==> config.mk <==
export PLATFORM = sky130hd
export DESIGN_NAME = bta_operand_loader
export DESIGN_NICKNAME = d
export VERILOG_FILES = /design/src/rtl/bta_pkg.sv /design/src/rtl/bta_slot_reg.sv /design/src/rtl/bta_operand_loader.sv
export SDC_FILE = /design/constraint.sdc
export NUM_CORES = 1
export LEC_CHECK = 0
export CAP_MARGIN = 10
export CELL_PAD_IN_SITES_DETAIL_PLACEMENT = 0
export CELL_PAD_IN_SITES_GLOBAL_PLACEMENT = 1
export CORE_ASPECT_RATIO = 1.1
export CORE_MARGIN = 4
export CORE_UTILIZATION = 25
export DETAILED_ROUTE_END_ITERATION = 10
export DONT_BUFFER_PORTS = 1
export HOLD_SLACK_MARGIN = 0.12
export PLACE_DENSITY = 0.51
export SYNTH_ARGS = -nofsm -noshare
export SYNTH_HDL_FRONTEND = slang
export SYNTH_SLANG_ARGS = --single-unit
==> constraint.sdc <==
create_clock -name clk -period 1.8 [get_ports clk]
set_input_delay 0.27 -clock clk [delete_from_list [all_inputs] [get_ports clk]]
set_output_delay 0.27 -clock clk [all_outputs]
set_load 0.05 [all_outputs]
==> src/rtl/bta_pkg.sv <==
// Shared constants and state encoding for the binary-tree adder operand path.
package bta_pkg;

    localparam int unsigned N_OPS   = 8;
    localparam int unsigned OP_W    = 16;
    localparam int unsigned SUM_W   = OP_W + 3;
    localparam int unsigned IDX_W   = $clog2(N_OPS);
    localparam int unsigned BATCH_W = 8;

    typedef enum logic [0:0] {
        FILL = 1'b0,
        HOLD = 1'b1
    } bta_state_e;

endpackage

==> src/rtl/bta_slot_reg.sv <==
// One operand slot: W-bit register with load enable, cleared by reset.
module bta_slot_reg #(
    parameter int unsigned W = 16
) (
    input  logic         clk,
    input  logic         rst_n,
    input  logic         load,
    input  logic [W-1:0] d,
    output logic [W-1:0] q
);

    // Capture the incoming word only when this slot is addressed.
    always_ff @(posedge clk or negedge rst_n) begin
        if (!rst_n) begin
            q <= '0;
        end else if (load) begin
            q <= d;
        end
    end

endmodule

==> src/rtl/bta_operand_loader.sv <==
// Serial-to-parallel operand loader feeding the N-input binary-tree CLA adder.
// Words arrive over valid/ready, fill slots 0..N-1, then the bundle is held
// with ops_valid until the adder accepts it.
module bta_operand_loader
    import bta_pkg::*;
#(
    parameter int unsigned N  = N_OPS,
    parameter int unsigned M  = OP_W,
    parameter int unsigned BW = BATCH_W
) (
    input  logic                 clk,
    input  logic                 rst_n,
    input  logic                 flush,
    input  logic                 in_valid,
    output logic                 in_ready,
    input  logic [M-1:0]         in_data,
    input  logic                 in_cin,
    output logic [N*M-1:0]       ops,
    output logic                 c0,
    output logic                 ops_valid,
    input  logic                 ops_ready,
    output logic [$clog2(N)-1:0] fill_idx,
    output logic [BW-1:0]        batch_cnt
);

    localparam int unsigned IW = $clog2(N);
    localparam logic [0:0] ST_FILL = 1'(FILL);
    localparam logic [0:0] ST_HOLD = 1'(HOLD);
    localparam logic [IW-1:0] LAST_IDX = IW'(N - 1);

    logic [0:0]    state_q;
    logic [0:0]    state_d;
    logic [IW-1:0] fill_idx_d;
    logic          c0_d;
    logic          ops_valid_d;
    logic [BW-1:0] batch_cnt_d;
    logic [N-1:0]  load_en;

    // The loader is ready whenever it is filling; no lookahead on ops_ready.
    assign in_ready = (state_q == ST_FILL);

    // Next-state, slot decode and counter updates; flush overrides everything.
    always_comb begin
        state_d     = state_q;
        fill_idx_d  = fill_idx;
        c0_d        = c0;
        ops_valid_d = ops_valid;
        batch_cnt_d = batch_cnt;
        load_en     = '0;

        if (flush) begin
            state_d     = ST_FILL;
            fill_idx_d  = '0;
            ops_valid_d = 1'b0;
        end else begin
            case (state_q)
                ST_FILL: begin
                    if (in_valid) begin
                        load_en[fill_idx] = 1'b1;
                        if (fill_idx == '0) begin
                            c0_d = in_cin;
                        end
                        if (fill_idx == LAST_IDX) begin
                            fill_idx_d  = '0;
                            state_d     = ST_HOLD;
                            ops_valid_d = 1'b1;
                        end else begin
                            fill_idx_d = fill_idx + IW'(1);
                        end
                    end
                end
                ST_HOLD: begin
                    if (ops_valid && ops_ready) begin
                        state_d     = ST_FILL;
                        ops_valid_d = 1'b0;
                        batch_cnt_d = batch_cnt + BW'(1);
                    end
                end
                default: begin
                    state_d     = ST_FILL;
                    fill_idx_d  = '0;
                    ops_valid_d = 1'b0;
                end
            endcase
        end
    end

    // Control state and registered outputs.
    always_ff @(posedge clk or negedge rst_n) begin
        if (!rst_n) begin
            state_q   <= ST_FILL;
            fill_idx  <= '0;
            c0        <= 1'b0;
            ops_valid <= 1'b0;
            batch_cnt <= '0;
        end else begin
            state_q   <= state_d;
            fill_idx  <= fill_idx_d;
            c0        <= c0_d;
            ops_valid <= ops_valid_d;
            batch_cnt <= batch_cnt_d;
        end
    end

    // One operand register per adder input, written when its slot is addressed.
    for (genvar k = 0; k < N; k++) begin : g_slot
        bta_slot_reg #(.W(M)) u_slot (
            .clk   (clk),
            .rst_n (rst_n),
            .load  (load_en[k]),
            .d     (in_data),
            .q     (ops[k*M +: M])
        );
    end

endmodule

Word level (Yosys, flattened, before mapping)
Index checks and enable logic that the tools add are counted.
{"block": "word_totals", "ff_bits": 142, "word_cells": 51, "out_inout_bits": 142}
{"block": "classes", "reduce_logical": 8, "add_sub_neg": 2, "n_bitwise": 2, "eq_ne": 5, "mux": 19, "magnitude_cmp": 2}
{"cell": "$mux 8", "count": 3}
{"cell": "$mux 3", "count": 4}
{"cell": "$mux 1", "count": 9}
{"cell": "$add 8x1->8 const B", "count": 1}
{"cell": "$ne 3x2->1 const B", "count": 2}
{"cell": "$reduce_and 3->1", "count": 2}
{"cell": "$lt 3x4->1 const B", "count": 1}
{"cell": "$pmux 1 s2", "count": 2}
{"cell": "$reduce_and 4->1", "count": 1}
{"cell": "$add 3x1->3 const B", "count": 1}
{"cell": "$demux 1 s3", "count": 1}
{"cell": "$eq 3x3->1 const B", "count": 1}
{"cell": "$ge 3x1->1 const B", "count": 1}
{"cell": "$logic_not 3->1", "count": 1}
{"cell": "$ne 3x3->1 const B", "count": 1}
{"cell": "$logic_and 1x1->1", "count": 2}
{"cell": "$ne 2x2->1 const B", "count": 1}
{"cell": "$not 1->1", "count": 2}
{"cell": "$reduce_and 2->1", "count": 1}
{"cell": "$reduce_bool 2->1", "count": 1}

Logic depth before layout (Yosys ltp)
{"block": "depth", "ltp_word": 7, "ltp_mapped": 5, "mapped_depth_nobuf": 5}

By module
A second synthesis with hierarchy kept.
{"block": "unflattened", "cells_unflattened": 346, "hier_area_um2": 5938.2}
{"module": "bta_slot_reg", "area_each_um2": 649.4, "instances": 8, "cells_each": 34}
{"module": "bta_operand_loader", "area_each_um2": 743.2, "instances": 1, "cells_each": 74}

Worst setup path before layout
Ideal clock, no wire load.
{"block": "synth_path", "path_type": "register -> register", "startpoint": "register fill_idx[2]", "endpoint": "register g_slot[3].u_slot.q[10]", "period_less_slack_ps": 2097, "stages_incl_launch_ff": 6, "slack_ps": -297, "t_arrival_ps": 1970, "cell_sequence": "dfrtp_1 buf_2 nor3b_4 nor4b_4 buf_6 mux2_1"}
{"block": "synth_between", "elab_chain_len": 7, "elab_cells_between_ends": 8}
{"item": "start: declaration", "line": "bta_operand_loader.sv:22", "text": "output logic [$clog2(N)-1:0] fill_idx,"}
{"item": "start signal: assignment", "line": "bta_operand_loader.sv:98", "text": "fill_idx <= fill_idx_d;"}
{"item": "$lt 3x4->1 (implied by the code) / $ge 3x1->1 (equally long branches)", "line": "bta_operand_loader.sv:59", "text": "load_en[fill_idx] = 1'b1;"}
{"item": "$logic_and 1x1->1 (implied by the code)", "line": "bta_operand_loader.sv:59"}
{"item": "$mux 1 (implied by the code)", "line": "bta_operand_loader.sv:59"}
{"item": "$demux 1 s3 *", "line": "bta_operand_loader.sv:59"}
{"item": "$mux 8 *", "line": "bta_operand_loader.sv:58", "text": "if (in_valid) begin"}
{"item": "$mux 8 *", "line": "bta_operand_loader.sv:56", "text": "case (state_q)"}
{"item": "$mux 8 *", "line": "bta_operand_loader.sv:51", "text": "if (flush) begin"}
{"item": "end signal: assignment", "line": "bta_slot_reg.sv:15", "text": "q <= '0;"}
{"item": "end signal: assignment", "line": "bta_slot_reg.sv:17", "text": "q <= d;"}
{"item": "end: declaration", "line": "bta_slot_reg.sv:9", "text": "output logic [W-1:0] q"}
Mark *: on every way between the ends. The rest lies on a longest branch, timed or not.
A chain may end at the register's enable or synchronous reset.

Worst setup path in the final report
{"block": "layout_path", "startpoint": "register state_q", "endpoint": "output in_ready"}
{"block": "layout_between", "elab_chain_len": 1}
{"item": "start: declaration", "line": "bta_operand_loader.sv:31", "text": "logic [0:0] state_q;"}
{"item": "start signal: assignment", "line": "bta_operand_loader.sv:97", "text": "state_q <= state_d;"}
{"item": "$not 1->1"}
{"item": "end: declaration", "line": "bta_operand_loader.sv:15", "text": "output logic in_ready,"}
Every way passes these cells.

==> flow_summary.yaml <==
pwr:
  p_clk_frac: 0.376
  intPower_mw: 6.436
  p_leak_nw: 3.254
  power.share.switching: 0.3578
  p_switching_mw: 3.587
  p_comb_frac: 0.061
  powerDensity_nw_per_um2: 1453
  ir_worst_vdd_v: 0.0006038
  seqPwrFrac: 0.563
  total_power_mw: 10.02
cts:
  cts_root_buf: "clkbuf_16"
  cts_buffer_depth: 2
  holdBufCountCts: 19
  postCtsSetupBuffers: 0
  htreeDepth: 4
  cts_tree: "yes"
  cts_buffers: 17
  cts_resized: 0
  cts_sinks: 142
  clk_latency_ns: 0.41
  clk_pin_slew_ns: 0.06
grt:
  grt_pass1_wl_mm: 22.31
  grt_max_degree: 143
  grt.overflow.total: 0
  grt_pass1_vias: 3418
  antenna_found_initial: 0
  grtUsageTotal: 0.1242
timing:
  skew_ns: 0.007126
  max_freq_ghz: 0.6253
  fin_crit_ns: 1.599
  min_period_over_period: 0.8885
  setup-violations-final: 0
  slew_violations: 0
  worst_slew_pin_slew_ns: 0.5355
  hold_slack_ns: -0.4553
  rsz0062_at_grt: "false"
  tns_ns: 0
  hold_viol: 142
  finalWorstSetupSlack_ns: 0.2007
  slew_headroom: 0.6430
floorplanning:
  die_x_microns: 149.3
  dieArea_sq_um: 24400
  std_cell_rows: 56
  start_util: 0.2561
  ioPinCount: 164
  core_area_sq_um: 21440
  die_h_microns: 163.4
route:
  drt_pre_antenna_iters: 4
  dr_wl_met3_mm: 1.544
  drt.antenna.violating_nets: 0
  vias: 3011
  wl_per_cell_microns: 21.09
  met2WireLength_mm: 7.254
  vias_per_cell: 4.345
  topRoutingLayerUsed: "met4"
  routed_wl_mm: 14.62
  wl_met1_mm: 5.612
  drt-initial-drc-count: 103
  drcViolationCount: 0
yosys:
  avgSynthCellArea_sq_um: 16.10
  yosysUniqueCellTypes: 30
  synthArstFlopShare: 1.000
  syn_nets: 367
  synth-main-ff-cell: "dfrtp_1"
  synth_edf_count: 0
  yosys_warnings: 0
  synth-seq-area-share: 0.6471
  synth-seq-cells: 142
  synthCells: 341
  synth_area_sq_um: 5492
job:
  max_cap_viol_count: 0
critical_path:
  worstSetupStartpointType: "flip-flop"
  r2r-end: "g_slot[3].u_slot.q[1]$_DFFE_PN0P_"
  worstPathArrival_ns: 1.33
  rrSetupSlack_ns: 0.20
  worstPathRequired_ns: 1.53
  cp-end-kind: "output pin"
  crit_type: "flip-flop to output pin"
  worstPathMaxFanout: 5
  reg2reg_from: "fill_idx[2]$_DFFE_PN0P_"
  ff2ff_path_depth: 4
final_layout:
  syn_to_final_growth_pct: 25.59
  fin_cells: 693
  final_cell_mix: "139 x dfrtp_1, 109 x mux2_2, 19 x dlygate4sd3_1, 19 x buf_4, 17 x clkbuf_16"
  layout_commonest_cell: "dfrtp_1"
  nFillCells: 2161
  drive_gt1_frac: 0.4516
  fin_nets: 417
  num_antenna_cells: 0
placed_design:
  hpwl_mm: 9.610
  portBuffers: 0
  place.gp.congestion: 0.7000
  place_ws_ns: 0.1905
  placedCellCount: 643
outcome:
  status: "complete, but fails checks"
  violations: "hold timing"
min_path:
  hold_path_class: "primary input to asynchronous set/reset pin"
## cell families after synthesis
kind of cell / share of synthesized area
AOI/OAI and AO/OA: 0.001823
xor gates and xnor gates: 0.01116
adders and majority gates: 0.009114
buffers and inverters: 0.01458
DFF: 0.6471
muxes: 0.2700
and+or+nand+nor: 0.04625
## metrics by stage
stage / cell area, sq um / utilization
6_report: 6897 / 0.3217
5_1_grt: 6897 / 0.3217
4_1_cts: 6897 / 0.3217
3_5_place_dp: 6075 / 0.2833
3_3_place_gp: 6075 / 0.2833
2_1_floorplan: 5557 / -
## power groups by stage
| stage | Clock, mW | Combinational, mW | Sequential, mW |
|---|---|---|---|
| after floorplan | 0 | 0.457 | 5.55 |
| after global placement | 0 | 0.513 | 5.72 |
| after detailed placement | 0 | 0.543 | 5.72 |
| after CTS | 3.90 | 0.624 | 5.66 |
| after global routing | 4.05 | 0.678 | 5.71 |
| final | 3.77 | 0.607 | 5.64 |
## cell type report
class,count,area (sq um),share of cell area
sequential,142,3557,0.5158
multi-input combinational,184,1896,0.2749
clock buffer,22,474.2,0.06876
timing repair buffer,43,432.9,0.06277
tap,290,362.8,0.05261
clock inverter,9,157.7,0.02286
inverter,3,16.27,0.002358
## synthesized netlist by cell type (2+ instances only)
master | instances | area, sq um
nand2_1 | 14 | 52.55
mux2i_1 | 3 | 30.03
inv_1 | 2 | 7.510
nand3_1 | 4 | 20.02
nand3b_1 | 2 | 15.01
nand4_1 | 2 | 12.51
buf_2 | 9 | 45.04
nor3_1 | 2 | 10.01
xor2_1 | 3 | 26.28
mux2_1 | 10 | 112.6
nor2_1 | 5 | 18.77
dfrtp_1 | 142 | 3553
a21oi_1 | 2 | 10.01
xnor2_1 | 4 | 35.03
ha_1 | 4 | 50.05
mux2_2 | 119 | 1340
## sequential cells by signal, summed over array words and instances (netlist names)
name,cells
fill_idx,3
ops_valid,1
state_q,1
c0,1
g_slot.u_slot.q,128
batch_cnt,8
## routing by layer
layer  vias to the layer above  track usage
met5                         -            0
met4                         0      0.04619
met3                        13      0.06493
met2                       108       0.2029
met1                      1581       0.1379
li1                       1309            -
## worst max-delay path, stage by stage (launching register included)
cell and delay, ns:
dfrtp_1 0.42, buf_4 0.17, inv_1 0.32
## how the worst max path moves through the flow
stage                                 start                                  to  slack (ns)  depth (start not counted)
floorplan           fill_idx[2]$_DFFE_PN0P_  g_slot[3].u_slot.q[10]$_DFFE_PN0P_       -0.15                          5
global placement    fill_idx[2]$_DFFE_PN0P_   g_slot[3].u_slot.q[1]$_DFFE_PN0P_        0.21                          4
detailed placement  fill_idx[2]$_DFFE_PN0P_  g_slot[3].u_slot.q[15]$_DFFE_PN0P_        0.19                          4
CTS                       state_q$_DFF_PN0_                            in_ready        0.16                          2
global route              state_q$_DFF_PN0_   g_slot[3].u_slot.q[0]$_DFFE_PN0P_        0.11                          4
finish                    state_q$_DFF_PN0_                            in_ready        0.20                          2
No activity file was read; power rests on OpenSTA's default activity.
